===== config.mk =====
export PLATFORM = sky130hd
export DESIGN_NAME = snes_pad_ports_flat
export DESIGN_NICKNAME = d
export VERILOG_FILES = /design/src/rtl/snes_pad_pkg.sv /design/src/rtl/snes_pad_if.sv /design/src/rtl/snes_pad_shifter.sv /design/src/rtl/snes_pad_ports.sv /design/src/flat_wrapper.sv
export SDC_FILE = /design/constraint.sdc
export NUM_CORES = 1
export LEC_CHECK = 0
export ABC_AREA = 1
export ABC_CLOCK_PERIOD_IN_PS = 1250
export CORE_ASPECT_RATIO = 1.1
export CORE_MARGIN = 8
export CORE_UTILIZATION = 30
export CTS_BUF_LIST = sky130_fd_sc_hd__clkbuf_4 sky130_fd_sc_hd__clkbuf_8
export DETAILED_ROUTE_END_ITERATION = 8
export PLACE_DENSITY = 0.59
export SLEW_MARGIN = 15
export SYNTH_ARGS = -nofsm -noshare
export SYNTH_HDL_FRONTEND = slang
export SYNTH_SLANG_ARGS = --single-unit

===== constraint.sdc =====
create_clock -name clk -period 1.25 [get_ports clk]
set_input_delay 0.25 -clock clk [delete_from_list [all_inputs] [get_ports clk]]
set_output_delay 0.25 -clock clk [all_outputs]
set_load 0.02 [all_outputs]

===== src/rtl/snes_pad_pkg.sv =====
// Shared constants and types for the multi-port SNES pad emulator.
package snes_pad_pkg;

    localparam int NBTN        = 12;
    localparam int REPORT_BITS = 16;

    localparam int BTN_B      = 0;
    localparam int BTN_Y      = 1;
    localparam int BTN_SELECT = 2;
    localparam int BTN_START  = 3;
    localparam int BTN_UP     = 4;
    localparam int BTN_DOWN   = 5;
    localparam int BTN_LEFT   = 6;
    localparam int BTN_RIGHT  = 7;
    localparam int BTN_A      = 8;
    localparam int BTN_X      = 9;
    localparam int BTN_L      = 10;
    localparam int BTN_R      = 11;

    typedef logic [NBTN-1:0] snes_btn_t;

endpackage


===== src/rtl/snes_pad_if.sv =====
// Joypad bus between the pad front-ends/SNES core and the port emulator.
interface snes_pad_if #(
    parameter int NPORTS = 2
) ();

    logic                   snes_joy_strb;
    logic [NPORTS-1:0]      snes_joy_clk;
    logic [NPORTS-1:0]      snes_joy_di;
    logic [NPORTS*12-1:0]   buttons;
    logic [NPORTS*12-1:0]   turbo_mask;
    logic [NPORTS-1:0]      connected;
    logic [NPORTS-1:0]      read_done;

    modport master (
        output snes_joy_strb,
        output snes_joy_clk,
        output buttons,
        output turbo_mask,
        output connected,
        input  snes_joy_di,
        input  read_done
    );

    modport slave (
        input  snes_joy_strb,
        input  snes_joy_clk,
        input  buttons,
        input  turbo_mask,
        input  connected,
        output snes_joy_di,
        output read_done
    );

endinterface


===== src/rtl/snes_pad_shifter.sv =====
// One SNES pad port: latch, falling-edge serial shift and read-complete pulse.
module snes_pad_shifter
    import snes_pad_pkg::*;
(
    input  logic      clk,
    input  logic      reset,
    input  logic      strb_i,
    input  logic      joy_clk_i,
    input  logic      connected_i,
    input  snes_btn_t btn_i,
    output logic      di_o,
    output logic      read_done_o
);

    logic [REPORT_BITS-1:0] sr_q, sr_d;
    logic [4:0]             cnt_q, cnt_d;
    logic                   clk_r_q;
    logic                   done_q, done_d;
    logic                   fall;

    assign fall = clk_r_q & ~joy_clk_i;

    // Strobe has priority: a coincident falling edge is swallowed by the load.
    always_comb begin
        sr_d   = sr_q;
        cnt_d  = cnt_q;
        done_d = 1'b0;
        if (strb_i) begin
            sr_d  = connected_i ?
                    {{(REPORT_BITS-NBTN){1'b0}}, btn_i} : '0;
            cnt_d = '0;
        end else if (fall) begin
            sr_d   = {connected_i, sr_q[REPORT_BITS-1:1]};
            done_d = (cnt_q == 5'(REPORT_BITS-1));
            if (cnt_q != 5'(REPORT_BITS))
                cnt_d = cnt_q + 5'd1;
        end
    end

    always_ff @(posedge clk) begin
        if (reset) begin
            sr_q    <= '0;
            cnt_q   <= '0;
            clk_r_q <= 1'b0;
            done_q  <= 1'b0;
        end else begin
            sr_q    <= sr_d;
            cnt_q   <= cnt_d;
            clk_r_q <= joy_clk_i;
            done_q  <= done_d;
        end
    end

    assign di_o        = ~sr_q[0];
    assign read_done_o = done_q;

endmodule


===== src/rtl/snes_pad_ports.sv =====
// Multi-port SNES controller emulator with shared turbo divider.
module snes_pad_ports
    import snes_pad_pkg::*;
#(
    parameter int NPORTS   = 2,
    parameter int FREQ     = 21_600_000,
    parameter int TURBO_HZ = 10
) (
    input logic       clk,
    input logic       reset,
    snes_pad_if.slave bus
);

    localparam int TC = FREQ / (2 * TURBO_HZ);
    localparam int DW = (TC > 1) ? $clog2(TC) : 1;

    logic [DW-1:0]     div_q, div_d;
    logic              phase_q, phase_d;
    logic [NPORTS-1:0] di_w;
    logic [NPORTS-1:0] done_w;

    always_comb begin
        div_d   = div_q + 1'b1;
        phase_d = phase_q;
        if (div_q == DW'(TC - 1)) begin
            div_d   = '0;
            phase_d = ~phase_q;
        end
    end

    always_ff @(posedge clk) begin
        if (reset) begin
            div_q   <= '0;
            phase_q <= 1'b0;
        end else begin
            div_q   <= div_d;
            phase_q <= phase_d;
        end
    end

    for (genvar p = 0; p < NPORTS; p++) begin : g_port
        snes_btn_t eff;

        // Turbo buttons read pressed only in the high half of the phase.
        assign eff = bus.buttons[NBTN*p +: NBTN]
                   & ~(bus.turbo_mask[NBTN*p +: NBTN]
                       & {NBTN{~phase_q}});

        snes_pad_shifter u_shifter (
            .clk         (clk),
            .reset       (reset),
            .strb_i      (bus.snes_joy_strb),
            .joy_clk_i   (bus.snes_joy_clk[p]),
            .connected_i (bus.connected[p]),
            .btn_i       (eff),
            .di_o        (di_w[p]),
            .read_done_o (done_w[p])
        );
    end

    assign bus.snes_joy_di = di_w;
    assign bus.read_done   = done_w;

endmodule


===== src/flat_wrapper.sv =====
// flat-port wrapper written by rule: the top's interface ports become plain ports
module snes_pad_ports_flat import snes_pad_pkg::*;
#(
    parameter int NPORTS   = 2,
    parameter int FREQ     = 21_600_000,
    parameter int TURBO_HZ = 10
)
  (clk, reset, bus_snes_joy_strb, bus_snes_joy_clk, bus_buttons, bus_turbo_mask, bus_connected, bus_snes_joy_di, bus_read_done);
  snes_pad_if #(.NPORTS(NPORTS)) bus_i ();
  input logic clk;
  input logic reset;
  input wire logic [$bits(bus_i.snes_joy_strb)-1:0] bus_snes_joy_strb;
  input wire logic [$bits(bus_i.snes_joy_clk)-1:0] bus_snes_joy_clk;
  input wire logic [$bits(bus_i.buttons)-1:0] bus_buttons;
  input wire logic [$bits(bus_i.turbo_mask)-1:0] bus_turbo_mask;
  input wire logic [$bits(bus_i.connected)-1:0] bus_connected;
  output wire logic [$bits(bus_i.snes_joy_di)-1:0] bus_snes_joy_di;
  output wire logic [$bits(bus_i.read_done)-1:0] bus_read_done;
  assign bus_i.snes_joy_strb = bus_snes_joy_strb;
  assign bus_i.snes_joy_clk = bus_snes_joy_clk;
  assign bus_i.buttons = bus_buttons;
  assign bus_i.turbo_mask = bus_turbo_mask;
  assign bus_i.connected = bus_connected;
  assign bus_snes_joy_di = bus_i.snes_joy_di;
  assign bus_read_done = bus_i.read_done;
  snes_pad_ports #(.NPORTS(NPORTS), .FREQ(FREQ), .TURBO_HZ(TURBO_HZ)) u_core (.clk(clk), .reset(reset), .bus(bus_i));
endmodule

# Yosys cells after proc, flatten, opt, wreduce, memory -nomap -nowiden
# Cells that the tools add are included.
# op_classes
n_addsub	3
n_mul	0
div	0
order_cmp	0
n_eq_ne	5
shift	0
mux	6
bitwise	15
reduce_logical	8
# op_table
operator	count
$mux W16	4
$and A12 B12 Y12	4
$mux W12	2
$not A12 Y12	2
$add A21 B1 Y21 const B	1
$eq A21 B21 Y1 const B	1
$add A5 B1 Y5 const B	2
$eq A5 B4 Y1 const B	2
$ne A5 B5 Y1 const B	2
$not A1 Y1	7
$reduce_or A3 Y1	2
$reduce_and A2 Y1	2
$reduce_bool A2 Y1	2
$reduce_or A2 Y1	2
$and A1 B1 Y1	2
# totals
reg_bits	68
latchBits	0
ram_bits	0
romBits	0
in_bits	55
elab_cells	47
memories	0

# Depth between registers and ports, before layout
# Gate-level depths: netlist of run 1.
# depth
word_depth	6
ltp_mapped	9
mapped_depth_nobuf	9

# Hierarchy
# Synthesis of run 1 repeated with hierarchy kept, for this count alone.
# unflattened
cells_unflattened	494
hier_area_um2	3553.4
# by_module_without_submodules
mod	n_inst	cells_each	area_each_um2	seq_area_each_um2
snes_pad_shifter	2	141	1059.8	460.4
snes_pad_ports	1	212	1433.9	440.4

# Worst setup path before layout of run 1
# Ideal clock, no wire load.
# synth_timing
kind	reg2reg
from	reg u_core.div_q[0]
to	reg u_core.div_q[10]
setup_ns	0.114
t_arrival_ns	1.177
setup_slack_ns	-0.041
path_stages_with_launch	8
synth_period_minus_slack_ns	1.291
cell_sequence	dfxtp_1 ha_1 nand3_1 nor2_2 nand3_2 nand2_2 buf_6 nor2_1
# synth_between
elab_chain_cells	2
word_cells_on_any_way	3
classes_between	add/sub (1); eq/ne (1); reduce/logical (1)
# synth_rtl
element	line	rtl
from (decl)	snes_pad_ports.sv:17	logic [DW-1:0] div_q, div_d;
from (signal assigned)	snes_pad_ports.sv:36	div_q <= div_d;
branches (longest 2 deep; another with $add A21 B1 Y21)	--	
# Parallel ways; which one is timed is not known.
# A chain may end at the register's enable or synchronous reset.

# Worst setup path in the final report of run 1
# layout_timing
from	reg u_core.div_q[4]
to	reg u_core.div_q[20]
# The elaborated chain is that of the path after synthesis.

==> metrics, run 1 <==
proportion of layout cells with a drive suffix above 1=23.4%; result of the run=finished, violations left; clock tree from TritonCTS=yes; average cell area after synthesis=approximately 7.1 µm²; maximum number of pins on one net before global-route repair=26; first-pass GRT wire length=approximately 14 mm; Max-cap violations=0; clock latency at the later pin of the worst-skew pair=about 0.34 ns; number of antenna violations at the first check in global routing=0; die boundary height=around 130 µm; total negative slack for setup checks=-0.979 ns; CTS H-tree lvls=3; Clock transition at path regs=0.07 ns; number of flops mapped to enable cells by yosys=0; worst-case clock buffer depth=2; number of remaining DRC errors=0; number of port buffers=58; number of different library cells in the post-synthesis netlist=24; Slew @ Worst Pin=approximately 0.27 ns; number of top-level pins=slightly below 60; post-layout worst setup margin=-0.0595 ns; effective utilization at floorplan=between 30% and 40%; count of vias placed by the detailed router=between 3000 and 4000; overflow left after global routing=0; core region area=approximately 0.011 mm²; critical path capture point type=register; Slew Limit Fails=0; CTS buffer count=9; final cycle utilization of the critical path=105%; Worst Skew=slightly below 0.009 ns; synthesized instance count=473; final core utilization=44.7%; count of placed standard cells including taps=between 700 and 800; Crit Path Class=register to register; sequential-to-total area share from yosys stat=40.5%; Post-DRT Antenna Nets=0; static leakage power=approximately 1.8 nW; Iteration-0 DRC Markers=~130; post-route cell area=slightly below 0.005 mm²; power per cell area=approximately 950 mW/mm²; post-layout power=4.63 mW; total nets after synthesis=between 500 and 600; synthesized area=between 0.003 and 0.004 mm²; dominant synthesized flop cell=sky130_fd_sc_hd__dfxtp_1; drt total wl=around 9 mm; Hold Fails Final Rpt=0; Clock Root Buffer=sky130_fd_sc_hd__clkbuf_8; RSZ-0062 raised after global routing=yes; flop2flop setup slack=-0.06 ns; worst setup timing slack at the placement stage=-0.296 ns; failing checks=setup timing; achievable clock frequency=764 MHz; NumNets Final=roughly 640; VDD IR max=0.525 mV; vias in the first global route=approximately 3300; Post-Layout Cell Count=~730; total global routing track utilization=around 12%; per-cell routed wire length=between 10 and 15 µm; Yosys Warn Count=0; # diodes=0; post-layout minimum cycle time=roughly 1.3 ns; final setup violating endpoints=20; hold_buf cts=0; flop and latch count out of synthesis=68; average vias per placed instance=4.70; worst hold margin=between 0.4 and 0.5 ns; Std-Cell Rows=40; most used routing layer=met2; met2 capacity usage during global routing=approximately a fifth; relative slew slack=approximately 80%; arrival time at the worst endpoint=about 1.5 ns; half-perimeter wire length of the detailed placement result=~6.3 mm; crit start category=register; worst min path class=input port to register; die area=between 0.01 and 0.015 mm²; Crit path required time=1.48 ns; die boundary width=around 120 µm; met3 usage in global routing=roughly 2.8%; routability-driven placement congestion ratio=approximately 0.81; layout overhead on the synthesized area=45.2%; met1 routing resource usage after global routing=between 10% and 20%; Async S/R FF share, synth=0%; instance area after placement=0.00445 mm²; count of TritonRoute iterations in the first routing pass=4; CTS sink cnt=68; highest fanout seen on the critical path=5
critical path, stage by stage, from the launching register on:
cell and delay, ns:
sky130_fd_sc_hd__dfxtp_1 0.40, sky130_fd_sc_hd__nand3_1 0.10, sky130_fd_sc_hd__nor2_1 0.25, sky130_fd_sc_hd__nand3_4 0.13, sky130_fd_sc_hd__nand2_4 0.13, sky130_fd_sc_hd__clkbuf_16 0.16, sky130_fd_sc_hd__a21oi_1 0.04
metal layers:
layer / share of wire [%] / up-vias / wire [µm]
met4: 1.7 / 0 / 146
met2: 52 / 57 / 4550
li1: - / 1771 / -
met3: 3.8 / 15 / 334
met5: 0 / - / 0
met1: 43 / 1562 / 3800
flip-flops by register name, indices dropped and copies added, names as in the netlist:
name / flops
u_core.g_port.u_shifter.read_done_o: 2
u_core.g_port.u_shifter.sr_q: 32
u_core.g_port.u_shifter.clk_r_q: 2
u_core.div_q: 21
u_core.phase_q: 1
u_core.g_port.u_shifter.cnt_q: 10
cells in the mapped netlist, types with 2 or more instances:
cell type / n / area (µm²)
sky130_fd_sc_hd__nand2_1: 65 / 244
sky130_fd_sc_hd__nand2_2: 7 / 43.8
sky130_fd_sc_hd__buf_2: 14 / 70.1
sky130_fd_sc_hd__nand3_1: 49 / 245
sky130_fd_sc_hd__ha_1: 7 / 87.6
sky130_fd_sc_hd__nor2_1: 51 / 191
sky130_fd_sc_hd__buf_4: 5 / 37.5
sky130_fd_sc_hd__nand4_1: 7 / 43.8
sky130_fd_sc_hd__a21oi_1: 91 / 455
sky130_fd_sc_hd__buf_6: 2 / 22.5
sky130_fd_sc_hd__dfxtp_1: 68 / 1360
sky130_fd_sc_hd__xnor2_1: 4 / 35.0
sky130_fd_sc_hd__nor2_2: 4 / 25.0
sky130_fd_sc_hd__clkbuf_1: 3 / 11.3
sky130_fd_sc_hd__nor3_1: 5 / 25.0
sky130_fd_sc_hd__o21ai_0: 34 / 170
sky130_fd_sc_hd__xor2_1: 6 / 52.6
sky130_fd_sc_hd__nor2_4: 4 / 45.0
sky130_fd_sc_hd__inv_1: 41 / 154
sky130_fd_sc_hd__nand3b_1: 2 / 15.0
kinds of logic (layout without fill, tap and decap cells):
logic type	Yosys count	in the layout	synth area share, %
flops	68	68	40.5
fa+ha+maj	7	7	2.61
xor+xnor	10	10	2.61
simple gates	195	195	26.4
buf+inv	66	171	8.89
compound gates	127	127	19.0
power breakdown:
| part | total, mW | internal [mW] | switching, mW |
|---|---|---|---|
| registers | 2.28 | 2.24 | 0.0435 |
| clock network | 1.77 | 0.956 | 0.810 |
| logic | 0.584 | 0.335 | 0.249 |
cell type report:
cell class | instances | area [µm²]
repair buffers | 113 | 1110
clock buffers | 11 | 139
flip-flops and latches | 68 | 1380
inverters | 42 | 158
clock inverters | 5 | 52.6
fillers | 1111 | 6030
well taps | 147 | 184
multi-input cells | 339 | 1860
cell usage in the layout (no fill, tap or decap), drive strengths merged, types with 6 or more instances in the layout:
master	n
nand4	7
nand3	50
a21oi	91
clkdlybuf4s50	53
nand2	72
dfxtp	68
o21ai	35
nor2	59
inv	42
buf	56
clkbuf	12
ha	7
xor2	6
path summary, 6_finish.rpt:
check	startpoint	to	depth (start not counted)
setup / recovery	u_core.div_q[4]	u_core.div_q[20]	6
hold / removal	bus_snes_joy_strb	u_core.g_port[0].u_shifter.sr_q[0]	4
setup reg to reg	u_core.div_q[4]	u_core.div_q[20]	6
hold reg to reg	u_core.g_port[0].u_shifter.sr_q[13]	u_core.g_port[0].u_shifter.sr_q[13]	2
timing repair:
item	4_1_cts	5_1_grt
endpoints found under the setup margin	26	31
endpoints found under the hold margin	0	0
setup buffers	3	2
resized for setup	19	53
pin swaps	5	23
cloned	0	2
(Power assumes the default switching activity.)
==> run 2: changes to the inputs <==
--- a/config.mk
+++ b/config.mk
@@ -7,12 +7,14 @@
 export LEC_CHECK = 0
 export ABC_AREA = 1
 export ABC_CLOCK_PERIOD_IN_PS = 1250
+export CELL_PAD_IN_SITES_DETAIL_PLACEMENT = 0
+export CELL_PAD_IN_SITES_GLOBAL_PLACEMENT = 1
 export CORE_ASPECT_RATIO = 1.1
 export CORE_MARGIN = 8
 export CORE_UTILIZATION = 30
 export CTS_BUF_LIST = sky130_fd_sc_hd__clkbuf_4 sky130_fd_sc_hd__clkbuf_8
 export DETAILED_ROUTE_END_ITERATION = 8
-export PLACE_DENSITY = 0.59
+export PLACE_DENSITY = 0.75
 export SLEW_MARGIN = 15
 export SYNTH_ARGS = -nofsm -noshare
 export SYNTH_HDL_FRONTEND = slang
==> metrics, run 2 (synthesis gave the netlist of run 1 again) <==
result of the run=finished, violations left; failing checks=setup timing; per-cell routed wire length=roughly 12 µm; Max-cap violations=0; Crit path required time=around 1.5 ns; average vias per placed instance=about 4.7; arrival time at the worst endpoint=approximately 1.5 ns; post-layout power=roughly 4.6 mW; post-layout minimum cycle time=1.27 ns; Std-Cell Rows=40; Largest register FFs=32; most common library cell in the layout ignoring fill and taps=sky130_fd_sc_hd__a21oi_1; number of port buffers=just under 60; count of vias placed by the detailed router=3396; Post-Layout Cell Count=725; total negative slack for setup checks=-0.200 ns; CTS buffer count=9; CTS sink cnt=68; critical path capture point type=register; number of antenna violations at the first check in global routing=0; half-perimeter wire length of the detailed placement result=roughly 6.3 mm; VDD IR max=0.453 mV; post-route cell area=around 0.0048 mm²; most flop-heavy register=u_core.g_port.u_shifter.sr_q; layout overhead on the synthesized area=44.1%; worst-case clock buffer depth=2; final core utilization=between 40% and 50%; NumNets Final=635; # diodes=0; highest fanout seen on the critical path=10; met1 routing resource usage after global routing=12.5%; count of placed standard cells including taps=703; relative slew slack=about 83%; static leakage power=between 1.5 and 2 nW; clock tree from TritonCTS=yes; routability-driven placement congestion ratio=around 0.77; overflow left after global routing=0; achievable clock frequency=between 700 and 800 MHz; instance area after placement=0.00445 mm²; Iteration-0 DRC Markers=approximately 150; Post-DRT Antenna Nets=0; Slew @ Worst Pin=0.256 ns; number of top-level pins=between 50 and 60; die boundary height=about 130 µm; met2 capacity usage during global routing=20.8%; Crit Path Class=register to register; Clock transition at path regs=roughly 0.070 ns; number of remaining DRC errors=0; final setup violating endpoints=13; clock latency at the later pin of the worst-skew pair=between 0.3 and 0.4 ns; power per cell area=about 950 mW/mm²; most used routing layer=met2; Worst Skew=approximately 0.011 ns; drt total wl=~8.6 mm; worst hold margin=0.425 ns; RSZ-0062 raised after global routing=yes; met3 usage in global routing=~3.7%; effective utilization at floorplan=a little under a third; hold_buf cts=0; largest registers=u_core.g_port.u_shifter.sr_q: 32 flops, u_core.div_q: 21 flops, u_core.g_port.u_shifter.cnt_q: 10 flops; Slew Limit Fails=0; vias in the first global route=approximately 3200; Clock Root Buffer=sky130_fd_sc_hd__clkbuf_8; worst setup timing slack at the placement stage=-0.312 ns; most used cells in the layout excluding fill and tap cells=sky130_fd_sc_hd__a21oi_1 (91), sky130_fd_sc_hd__nand2_1 (60), sky130_fd_sc_hd__clkdlybuf4s50_1 (53), sky130_fd_sc_hd__dfxtp_1 (53), sky130_fd_sc_hd__buf_4 (47); maximum number of pins on one net before global-route repair=27; proportion of layout cells with a drive suffix above 1=a little under a quarter; die boundary width=117 µm; final cycle utilization of the critical path=102%; worst min path class=input port to register; die area=approximately 0.015 mm²; total global routing track utilization=a little under an eighth; crit start category=register; core region area=0.0109 mm²; CTS H-tree lvls=3; count of TritonRoute iterations in the first routing pass=4; post-layout worst setup margin=-0.0245 ns; first-pass GRT wire length=roughly 14 mm; Hold Fails Final Rpt=0
==> run 2: cell types whose count changed in the layout (fill, tap and decap cells not counted), moves of 3 or more <==
| cell | delta |
|---|---|
| sky130_fd_sc_hd__clkbuf_8 | +3 |
| sky130_fd_sc_hd__dfxtp_2 | +3 |
| sky130_fd_sc_hd__nand2_1 | +3 |
| sky130_fd_sc_hd__nand2_2 | -3 |
==> run 2: final timing paths <==
kind,start,end,slack [ns],depth (start not counted)
worst max-delay path,u_core.div_q[0],u_core.div_q[15],-0.02,7
worst min-delay path,bus_snes_joy_strb,u_core.g_port[1].u_shifter.sr_q[12],0.42,4
worst max register to register,u_core.div_q[0],u_core.div_q[15],-0.02,7
worst min register to register,u_core.g_port[0].u_shifter.sr_q[13],u_core.g_port[0].u_shifter.sr_q[13],0.46,2
==> run 2: routing by layer <==
metal  share of wire (%)  routed length, µm
met5                   0                  0
met4                0.36                 31
met3                 3.6                310
met2                  52               4500
met1                  44               3790
==> run 2: area by class of cell <==
class | count | area [µm²]
tap | 147 | 184
sequential | 68 | 1380
multi-input combinational | 339 | 1830
timing repair buffer | 113 | 1100
fill | 1137 | 6070
clock inverter | 1 | 5.00
clock buffer | 15 | 188
inverter | 42 | 158
==> run 2: where the power goes <==
group          switching [mW]  internal, mW
clock                   0.782         0.950
sequential             0.0428          2.24
combinational           0.250         0.325
==> run 2: critical path: stages (launching register included) <==
cell and delay [ns]:
sky130_fd_sc_hd__dfxtp_2 0.35, sky130_fd_sc_hd__ha_4 0.16, sky130_fd_sc_hd__nand3_2 0.11, sky130_fd_sc_hd__nor2_4 0.12
sky130_fd_sc_hd__nand3_2 0.10, sky130_fd_sc_hd__nand2_4 0.12, sky130_fd_sc_hd__clkbuf_16 0.16, sky130_fd_sc_hd__a21oi_1 0.04
==> run 2: what timing repair did <==
action,4_1_cts,5_1_grt
setup endpoints to repair,27,51
cloned,0,1
pin swaps,6,21
buffers inserted,2,3
resized for setup,20,44
